$ cat src/rtl/peripheral_wb_burst_master_if.sv
// Command, write/read stream and Wishbone master signals
// bundled for peripheral_wb_burst_master.
interface peripheral_wb_burst_master_if #(
  parameter int DW   = 32,
  parameter int AW   = 8,
  parameter int LENW = 8
);
  logic            cmd_valid_i;
  logic            cmd_ready_o;
  logic            cmd_we_i;
  logic [AW-1:0]   cmd_adr_i;
  logic [LENW-1:0] cmd_len_i;

  logic            wdata_valid_i;
  logic [DW-1:0]   wdata_i;
  logic            wdata_ready_o;

  logic            rdata_valid_o;
  logic [DW-1:0]   rdata_o;
  logic            rdata_ready_i;

  logic            done_o;
  logic            err_o;

  logic [AW-1:0]   wb_adr_o;
  logic [DW-1:0]   wb_dat_o;
  logic [3:0]      wb_sel_o;
  logic            wb_we_o;
  logic [1:0]      wb_bte_o;
  logic [2:0]      wb_cti_o;
  logic            wb_cyc_o;
  logic            wb_stb_o;
  logic            wb_ack_i;
  logic            wb_err_i;
  logic [DW-1:0]   wb_dat_i;

  modport master (
    input  cmd_valid_i, cmd_we_i, cmd_adr_i, cmd_len_i,
    input  wdata_valid_i, wdata_i, rdata_ready_i,
    input  wb_ack_i, wb_err_i, wb_dat_i,
    output cmd_ready_o, wdata_ready_o,
    output rdata_valid_o, rdata_o, done_o, err_o,
    output wb_adr_o, wb_dat_o, wb_sel_o, wb_we_o,
    output wb_bte_o, wb_cti_o, wb_cyc_o, wb_stb_o
  );

  modport slave (
    output cmd_valid_i, cmd_we_i, cmd_adr_i, cmd_len_i,
    output wdata_valid_i, wdata_i, rdata_ready_i,
    output wb_ack_i, wb_err_i, wb_dat_i,
    input  cmd_ready_o, wdata_ready_o,
    input  rdata_valid_o, rdata_o, done_o, err_o,
    input  wb_adr_o, wb_dat_o, wb_sel_o, wb_we_o,
    input  wb_bte_o, wb_cti_o, wb_cyc_o, wb_stb_o
  );
endinterface

$ cat src/rtl/peripheral_wb_burst_master.sv
// Command-driven Wishbone B3 incrementing burst master.
// Optional stall watchdog: define WB_BURST_TIMEOUT_EN.
module peripheral_wb_burst_master #(
  parameter int DW      = 32,
  parameter int AW      = 8,
  parameter int LENW    = 8,
  parameter int TIMEOUT = 255
) (
  input logic wb_clk_i,
  input logic wb_rst_i,
  peripheral_wb_burst_master_if.master bus
);

  typedef enum logic [1:0] {
    S_IDLE,
    S_BURST,
    S_DONE,
    S_ERR
  } state_e;

  state_e          state_q;
  logic [AW-1:0]   adr_q;
  logic [AW-1:0]   adr_d;
  logic [LENW-1:0] cnt_q;
  logic [LENW-1:0] cnt_d;
  logic            we_q;
  logic            single_q;
  logic            fin_q;
  logic            rvalid_q;
  logic [DW-1:0]   rdata_q;

  logic in_burst;
  logic last;
  logic rd_room;
  logic stb;
  logic ack;
  logic abort;
  logic to_hit;

  assign in_burst = (state_q == S_BURST);
  assign last     = (cnt_q == '0);
  assign rd_room  = ~rvalid_q | bus.rdata_ready_i;
  assign adr_d    = adr_q + 1'b1;
  assign cnt_d    = cnt_q - 1'b1;

  // fin_q: read burst fully acked, waiting for the last beat to drain
  assign stb   = in_burst & ~fin_q &
                 (we_q ? bus.wdata_valid_i : rd_room);
  assign ack   = stb & bus.wb_ack_i & ~bus.wb_err_i;
  assign abort = stb & (bus.wb_err_i | to_hit);

`ifdef WB_BURST_TIMEOUT_EN
  localparam int TW = $clog2(TIMEOUT + 1);

  logic [TW-1:0] wdog_q;

  assign to_hit = stb & ~bus.wb_ack_i & ~bus.wb_err_i &
                  (wdog_q == TW'(TIMEOUT - 1));

  always_ff @(posedge wb_clk_i or negedge wb_rst_i) begin
    if (!wb_rst_i) begin
      wdog_q <= '0;
    end else if (!in_burst || ack) begin
      wdog_q <= '0;
    end else if (stb && !bus.wb_err_i) begin
      wdog_q <= wdog_q + 1'b1;
    end
  end
`else
  assign to_hit = (TIMEOUT < 0);
`endif

  always_ff @(posedge wb_clk_i or negedge wb_rst_i) begin
    if (!wb_rst_i) begin
      state_q  <= S_IDLE;
      adr_q    <= '0;
      cnt_q    <= '0;
      we_q     <= 1'b0;
      single_q <= 1'b0;
      fin_q    <= 1'b0;
      rvalid_q <= 1'b0;
      rdata_q  <= '0;
    end else begin
      if (ack && !we_q) begin
        rdata_q  <= bus.wb_dat_i;
        rvalid_q <= 1'b1;
      end else if (rvalid_q && bus.rdata_ready_i) begin
        rvalid_q <= 1'b0;
      end

      unique case (state_q)
        S_IDLE: begin
          fin_q <= 1'b0;
          if (bus.cmd_valid_i) begin
            adr_q    <= bus.cmd_adr_i;
            cnt_q    <= bus.cmd_len_i;
            we_q     <= bus.cmd_we_i;
            single_q <= (bus.cmd_len_i == '0);
            state_q  <= S_BURST;
          end
        end
        S_BURST: begin
          if (abort) begin
            state_q <= S_ERR;
          end else if (ack) begin
            adr_q <= adr_d;
            if (!last) begin
              cnt_q <= cnt_d;
            end else if (we_q) begin
              state_q <= S_DONE;
            end else begin
              fin_q <= 1'b1;
            end
          end else if (fin_q && rd_room) begin
            state_q <= S_DONE;
          end
        end
        S_DONE: begin
          fin_q   <= 1'b0;
          state_q <= S_IDLE;
        end
        S_ERR: begin
          fin_q   <= 1'b0;
          state_q <= S_IDLE;
        end
        default: state_q <= S_IDLE;
      endcase
    end
  end

  assign bus.cmd_ready_o   = (state_q == S_IDLE);
  assign bus.wdata_ready_o = ack & we_q;
  assign bus.rdata_valid_o = rvalid_q;
  assign bus.rdata_o       = rdata_q;
  assign bus.done_o        = (state_q == S_DONE);
  assign bus.err_o         = (state_q == S_ERR);

  assign bus.wb_adr_o = adr_q;
  assign bus.wb_dat_o = (in_burst && we_q) ? bus.wdata_i : '0;
  assign bus.wb_sel_o = in_burst ? 4'hF : 4'h0;
  assign bus.wb_we_o  = in_burst & we_q;
  assign bus.wb_bte_o = 2'b00;
  assign bus.wb_cyc_o = in_burst;
  assign bus.wb_stb_o = stb;

  always_comb begin
    bus.wb_cti_o = 3'b000;
    if (in_burst && !single_q) begin
      bus.wb_cti_o = last ? 3'b111 : 3'b010;
    end
  end

endmodule

$ cat src/flat_wrapper.sv
// flat-port wrapper written by rule: the top's interface ports become plain ports
module peripheral_wb_burst_master_flat 
#(
  parameter int DW      = 32,
  parameter int AW      = 8,
  parameter int LENW    = 8,
  parameter int TIMEOUT = 255
)
  (wb_clk_i, wb_rst_i, bus_cmd_valid_i, bus_cmd_we_i, bus_cmd_adr_i, bus_cmd_len_i, bus_wdata_valid_i, bus_wdata_i, bus_rdata_ready_i, bus_wb_ack_i, bus_wb_err_i, bus_wb_dat_i, bus_cmd_ready_o, bus_wdata_ready_o, bus_rdata_valid_o, bus_rdata_o, bus_done_o, bus_err_o, bus_wb_adr_o, bus_wb_dat_o, bus_wb_sel_o, bus_wb_we_o, bus_wb_bte_o, bus_wb_cti_o, bus_wb_cyc_o, bus_wb_stb_o);
  peripheral_wb_burst_master_if #(.DW(DW), .AW(AW), .LENW(LENW)) bus_i ();
  input logic wb_clk_i;
  input logic wb_rst_i;
  input wire logic [$bits(bus_i.cmd_valid_i)-1:0] bus_cmd_valid_i;
  input wire logic [$bits(bus_i.cmd_we_i)-1:0] bus_cmd_we_i;
  input wire logic [$bits(bus_i.cmd_adr_i)-1:0] bus_cmd_adr_i;
  input wire logic [$bits(bus_i.cmd_len_i)-1:0] bus_cmd_len_i;
  input wire logic [$bits(bus_i.wdata_valid_i)-1:0] bus_wdata_valid_i;
  input wire logic [$bits(bus_i.wdata_i)-1:0] bus_wdata_i;
  input wire logic [$bits(bus_i.rdata_ready_i)-1:0] bus_rdata_ready_i;
  input wire logic [$bits(bus_i.wb_ack_i)-1:0] bus_wb_ack_i;
  input wire logic [$bits(bus_i.wb_err_i)-1:0] bus_wb_err_i;
  input wire logic [$bits(bus_i.wb_dat_i)-1:0] bus_wb_dat_i;
  output wire logic [$bits(bus_i.cmd_ready_o)-1:0] bus_cmd_ready_o;
  output wire logic [$bits(bus_i.wdata_ready_o)-1:0] bus_wdata_ready_o;
  output wire logic [$bits(bus_i.rdata_valid_o)-1:0] bus_rdata_valid_o;
  output wire logic [$bits(bus_i.rdata_o)-1:0] bus_rdata_o;
  output wire logic [$bits(bus_i.done_o)-1:0] bus_done_o;
  output wire logic [$bits(bus_i.err_o)-1:0] bus_err_o;
  output wire logic [$bits(bus_i.wb_adr_o)-1:0] bus_wb_adr_o;
  output wire logic [$bits(bus_i.wb_dat_o)-1:0] bus_wb_dat_o;
  output wire logic [$bits(bus_i.wb_sel_o)-1:0] bus_wb_sel_o;
  output wire logic [$bits(bus_i.wb_we_o)-1:0] bus_wb_we_o;
  output wire logic [$bits(bus_i.wb_bte_o)-1:0] bus_wb_bte_o;
  output wire logic [$bits(bus_i.wb_cti_o)-1:0] bus_wb_cti_o;
  output wire logic [$bits(bus_i.wb_cyc_o)-1:0] bus_wb_cyc_o;
  output wire logic [$bits(bus_i.wb_stb_o)-1:0] bus_wb_stb_o;
  assign bus_i.cmd_valid_i = bus_cmd_valid_i;
  assign bus_i.cmd_we_i = bus_cmd_we_i;
  assign bus_i.cmd_adr_i = bus_cmd_adr_i;
  assign bus_i.cmd_len_i = bus_cmd_len_i;
  assign bus_i.wdata_valid_i = bus_wdata_valid_i;
  assign bus_i.wdata_i = bus_wdata_i;
  assign bus_i.rdata_ready_i = bus_rdata_ready_i;
  assign bus_i.wb_ack_i = bus_wb_ack_i;
  assign bus_i.wb_err_i = bus_wb_err_i;
  assign bus_i.wb_dat_i = bus_wb_dat_i;
  assign bus_cmd_ready_o = bus_i.cmd_ready_o;
  assign bus_wdata_ready_o = bus_i.wdata_ready_o;
  assign bus_rdata_valid_o = bus_i.rdata_valid_o;
  assign bus_rdata_o = bus_i.rdata_o;
  assign bus_done_o = bus_i.done_o;
  assign bus_err_o = bus_i.err_o;
  assign bus_wb_adr_o = bus_i.wb_adr_o;
  assign bus_wb_dat_o = bus_i.wb_dat_o;
  assign bus_wb_sel_o = bus_i.wb_sel_o;
  assign bus_wb_we_o = bus_i.wb_we_o;
  assign bus_wb_bte_o = bus_i.wb_bte_o;
  assign bus_wb_cti_o = bus_i.wb_cti_o;
  assign bus_wb_cyc_o = bus_i.wb_cyc_o;
  assign bus_wb_stb_o = bus_i.wb_stb_o;
  peripheral_wb_burst_master #(.DW(DW), .AW(AW), .LENW(LENW), .TIMEOUT(TIMEOUT)) u_core (.wb_clk_i(wb_clk_i), .wb_rst_i(wb_rst_i), .bus(bus_i));
endmodule
$ cat config.mk
export PLATFORM = sky130hd
export DESIGN_NAME = peripheral_wb_burst_master_flat
export DESIGN_NICKNAME = d
export VERILOG_FILES = /design/src/rtl/peripheral_wb_burst_master_if.sv /design/src/rtl/peripheral_wb_burst_master.sv /design/src/flat_wrapper.sv
export SDC_FILE = /design/constraint.sdc
export NUM_CORES = 1
export LEC_CHECK = 0
export CAP_MARGIN = 15
export CORE_MARGIN = 3
export CORE_UTILIZATION = 44
export CTS_BUF_LIST = sky130_fd_sc_hd__clkbuf_16
export CTS_CLUSTER_DIAMETER = 80
export CTS_CLUSTER_SIZE = 25
export DETAILED_ROUTE_END_ITERATION = 8
export DONT_BUFFER_PORTS = 1
export GPL_ROUTABILITY_DRIVEN = 0
export PLACE_DENSITY = 0.71
export SYNTH_ARGS = -nofsm -noshare
export SYNTH_HDL_FRONTEND = slang
export SYNTH_SLANG_ARGS = --single-unit
$ cat constraint.sdc
create_clock -name wb_clk_i -period 5.1 [get_ports wb_clk_i]
set_input_delay 0.765 -clock wb_clk_i [delete_from_list [all_inputs] [get_ports wb_clk_i]]
set_output_delay 0.765 -clock wb_clk_i [all_outputs]
set_load 0.01 [all_outputs]
==> Implementation_results.wiki <==
{| class="wikitable"
! Metric !! Value
|-
| Logic depth of the worst register-to-register path || 6
|-
| Final std cells w/o fill || 344
|-
| Post-detailed-route via-to-cell ratio || 6.265
|-
| Category of the worst setup path launch point || flip-flop
|-
| Via Count || 2155
|-
| Run status || complete, no violations
|-
| IR Drop Worst-Case VDD || 0.2182 mV
|-
| Die Ht || 88.01 µm
|-
| Max-slew violation count || 0
|-
| Beginning of the critical path || u_core.state_q[0]
|-
| Clock buffer depth || 2
|-
| Number of antenna violations at the first check in global routing || 3
|-
| Num Clock Sinks || 54
|-
| Proportion of layout cells with a drive suffix above 1 || 23.11%
|-
| Post-layout net count || 354
|-
| Total of warnings raised by yosys || 0
|-
| Antenna Violating Nets Remaining || 0
|-
| Layout overhead on the synthesized area || 4.313%
|-
| GRT Util Overall || 19.44%
|-
| Category of the worst setup path capture point || primary output
|-
| First-pass GRT wire length || 11270 µm
|-
| DRC marker count from the first detailed-route iteration || 136
|-
| Core Rows || 29
|-
| Critical R2R Launch || u_core.state_q[0]
|-
| Count of flip-flops with a built-in enable after synthesis || 0
|-
| Filler Cell Count || 582
|-
| Number of port buffers || 0
|-
| Vias in the first global route || 2125
|-
| Predominant post-synthesis flop cell || sky130_fd_sc_hd__dfrtp_1
|-
| # Max-Cap Violations || 0
|-
| Final wirelength || 7930 µm
|-
| Die area || 7745 µm²
|-
| Maximum number of pins on one net before global-route repair || 55
|-
| Total power density per cell area || 642.9 nW/µm²
|-
| Cell area after synthesis || 2959 µm²
|-
| Final-layout worst hold slack || 161.6 ps
|-
| Sum of negative setup slack || 0 ps
|-
| Seq. cell area || 1351 µm²
|-
| Register-to-register setup slack || 2720 ps
|-
| Synthesized area divided by synthesized cell count || 10.68 µm²
|-
| Chip Width || 88.01 µm
|-
| Biggest fanout along the worst timing path || 39
|-
| Leakage || 1.358 nW
|-
| Class of the tightest hold or removal check || input pin to async pin
|-
| Critical path class || flip-flop to primary output
|-
| CTS tree || done
|-
| Arr. time, crit path || 2480 ps
|-
| Async set-or-reset flop fraction in the synthesized netlist || 100.0%
|-
| Clock H-tree levels || 2
|-
| R2r endpoint || u_core.state_q[0]
|-
| Count of hold buffers inserted by post-cts repair || 0
|-
| Final setup violation count || 0
|-
| Endpoints failing hold || 0
|-
| Number of buffers created by CTS || 5
|-
| Register area share after synthesis || 45.67%
|-
| Data required, critical path || 4340 ps
|-
| Average wire per cell in the routed design || 23.05 µm
|-
| Min cycle time layout || 3243 ps
|-
| GRT Residual Overflow || 0
|-
| Cells after synthesis || 277
|-
| Core Footprint || 6422 µm²
|-
| Setup repair after global routing missed its margin || no
|-
| Transition at the pin with the smallest max-transition slack || 811.4 ps
|-
| Setup Skew || 7.104 ps
|-
| DRC Markers || 0
|-
| First-pass iteration count of the detailed router || 4
|-
| Number of buffers inserted to repair setup after CTS || 0
|-
| HPWL after detailed placement || 6050 µm
|-
| Share of the cycle needed by the critical path after routing || 63.60%
|-
| Worst skew pair latency || 290 ps
|-
| I/O pin total || 177
|-
| Post-CTS clock slew at the launch and capture registers of the worst setup and hold paths || 70 ps
|-
| Initial Util || 46.07%
|-
| Worst slew margin relative to its limit || 45.49%
|-
| Multi-input logic area || 1408 µm²
|-
| Fmax achieved || 308.3 MHz
|-
| Number of placed cells counting well taps || 333
|-
| Number of distinct library cells after synthesis || 50
|-
| Root Buffer || sky130_fd_sc_hd__clkbuf_16
|-
| Critical path destination || bus_wb_dat_o[24]
|-
| Count of state elements after synthesis || 54
|-
| Resized cells post-CTS || 0
|}
power by group:
group	switching, mW	internal, mW
clock	0.156	0.182
combinational	0.426	0.321
sequential	0.269	0.630
worst min path at each step:
stage	endpoint	slack, ps	cells after the start
2_1_floorplan	u_core.bus.rdata_o[0]	470	0
3_3_place_gp	u_core.bus.wb_adr_o[2]	470	0
3_5_place_dp	u_core.bus.wb_adr_o[6]	470	0
4_1_cts	u_core.state_q[1]	160	0
5_1_grt	u_core.state_q[1]	150	0
6_report	u_core.bus.rdata_valid_o	160	0
kinds of logic after synthesis:
family	synth area share [%]
AOI/OAI and AO/OA	13.28
adders and majority gates	1.269
buffers and inverters	6.892
DFF	45.67
muxes	12.90
other	0.1267
and+or+nand+nor	19.87
cells in the mapped netlist (all sizes together), types with 2 or more instances:
master,n,area (µm²)
dfrtp,54,1351
mux2,33,371.6
and3,32,200.2
buf,18,128.9
o21ai,14,70.07
nand2,11,41.29
inv,10,37.54
o22ai,10,62.56
a22oi,9,72.57
clkbuf,9,33.78
nor3,8,45.04
nand3,7,40.04
nor4,7,65.06
o2bb2ai,7,61.31
nor2,5,18.77
a21oi,4,23.77
and2,4,25.02
ha,3,37.54
nor2b,3,18.77
or2,3,18.77
a22o,2,17.52
a31oi,2,12.51
and2b,2,15.01
nand4,2,12.51
area by class of cell:
class,count,share of cell area (%)
clock buffers,5,4.054
well taps,77,3.121
flip-flops and latches,54,43.78
inverters,11,1.338
clock inverters,3,0.6486
repair buffers,5,1.216
diodes,3,0.2432
multi-input cells,186,45.60
sequential cells by signal, indices dropped and copies added (netlist names):
register                  count
u_core.cnt_q                  8
u_core.bus.wb_adr_o           8
u_core.bus.rdata_valid_o      1
u_core.bus.rdata_o           32
u_core.fin_q                  1
u_core.we_q                   1
u_core.single_q               1
u_core.state_q                2
worst max-delay path: stages, from the launching register on:
cell,delay (ps)
sky130_fd_sc_hd__dfrtp_1,470
sky130_fd_sc_hd__nand2b_1,110
sky130_fd_sc_hd__buf_4,270
sky130_fd_sc_hd__clkinv_1,570
sky130_fd_sc_hd__buf_4,480
sky130_fd_sc_hd__and3_1,270
layout by cell type, fill, tap and decap left out, types with 4 or more instances in the layout:
cell,n
sky130_fd_sc_hd__and2_1,4
sky130_fd_sc_hd__o22ai_1,10
sky130_fd_sc_hd__clkbuf_16,5
sky130_fd_sc_hd__dfrtp_1,54
sky130_fd_sc_hd__o21ai_0,14
sky130_fd_sc_hd__nor3_1,7
sky130_fd_sc_hd__a22oi_1,8
sky130_fd_sc_hd__buf_4,5
sky130_fd_sc_hd__nand3_1,6
sky130_fd_sc_hd__inv_1,10
sky130_fd_sc_hd__mux2_2,33
sky130_fd_sc_hd__nand2_1,11
sky130_fd_sc_hd__o2bb2ai_1,7
sky130_fd_sc_hd__nor4_1,5
sky130_fd_sc_hd__and3_1,32
sky130_fd_sc_hd__nor2_1,5
metrics by stage:
step / utilization, % / area, µm² / setup WS (ps) / power, mW
finish: 48.06 / 3087 / 1857 / 1.984
global route: 48.06 / 3087 / 1723 / 2.122
CTS: 47.94 / 3079 / 1887 / 1.996
detailed placement: 45.68 / 2934 / 2220 / 1.656
global placement: 45.68 / 2934 / 2275 / 1.623
floorplan: - / 2963 / 2620 / 1.519
routing by layer:
layer	wire (µm)	vias to the layer above	GRT usage (%)
li1	-	981	-
met1	2673	1051	20.25
met2	4448	115	35.41
met3	683	8	6.209
met4	125	0	8.787
met5	0	-	0
No activity file was read; power rests on OpenSTA's default activity.
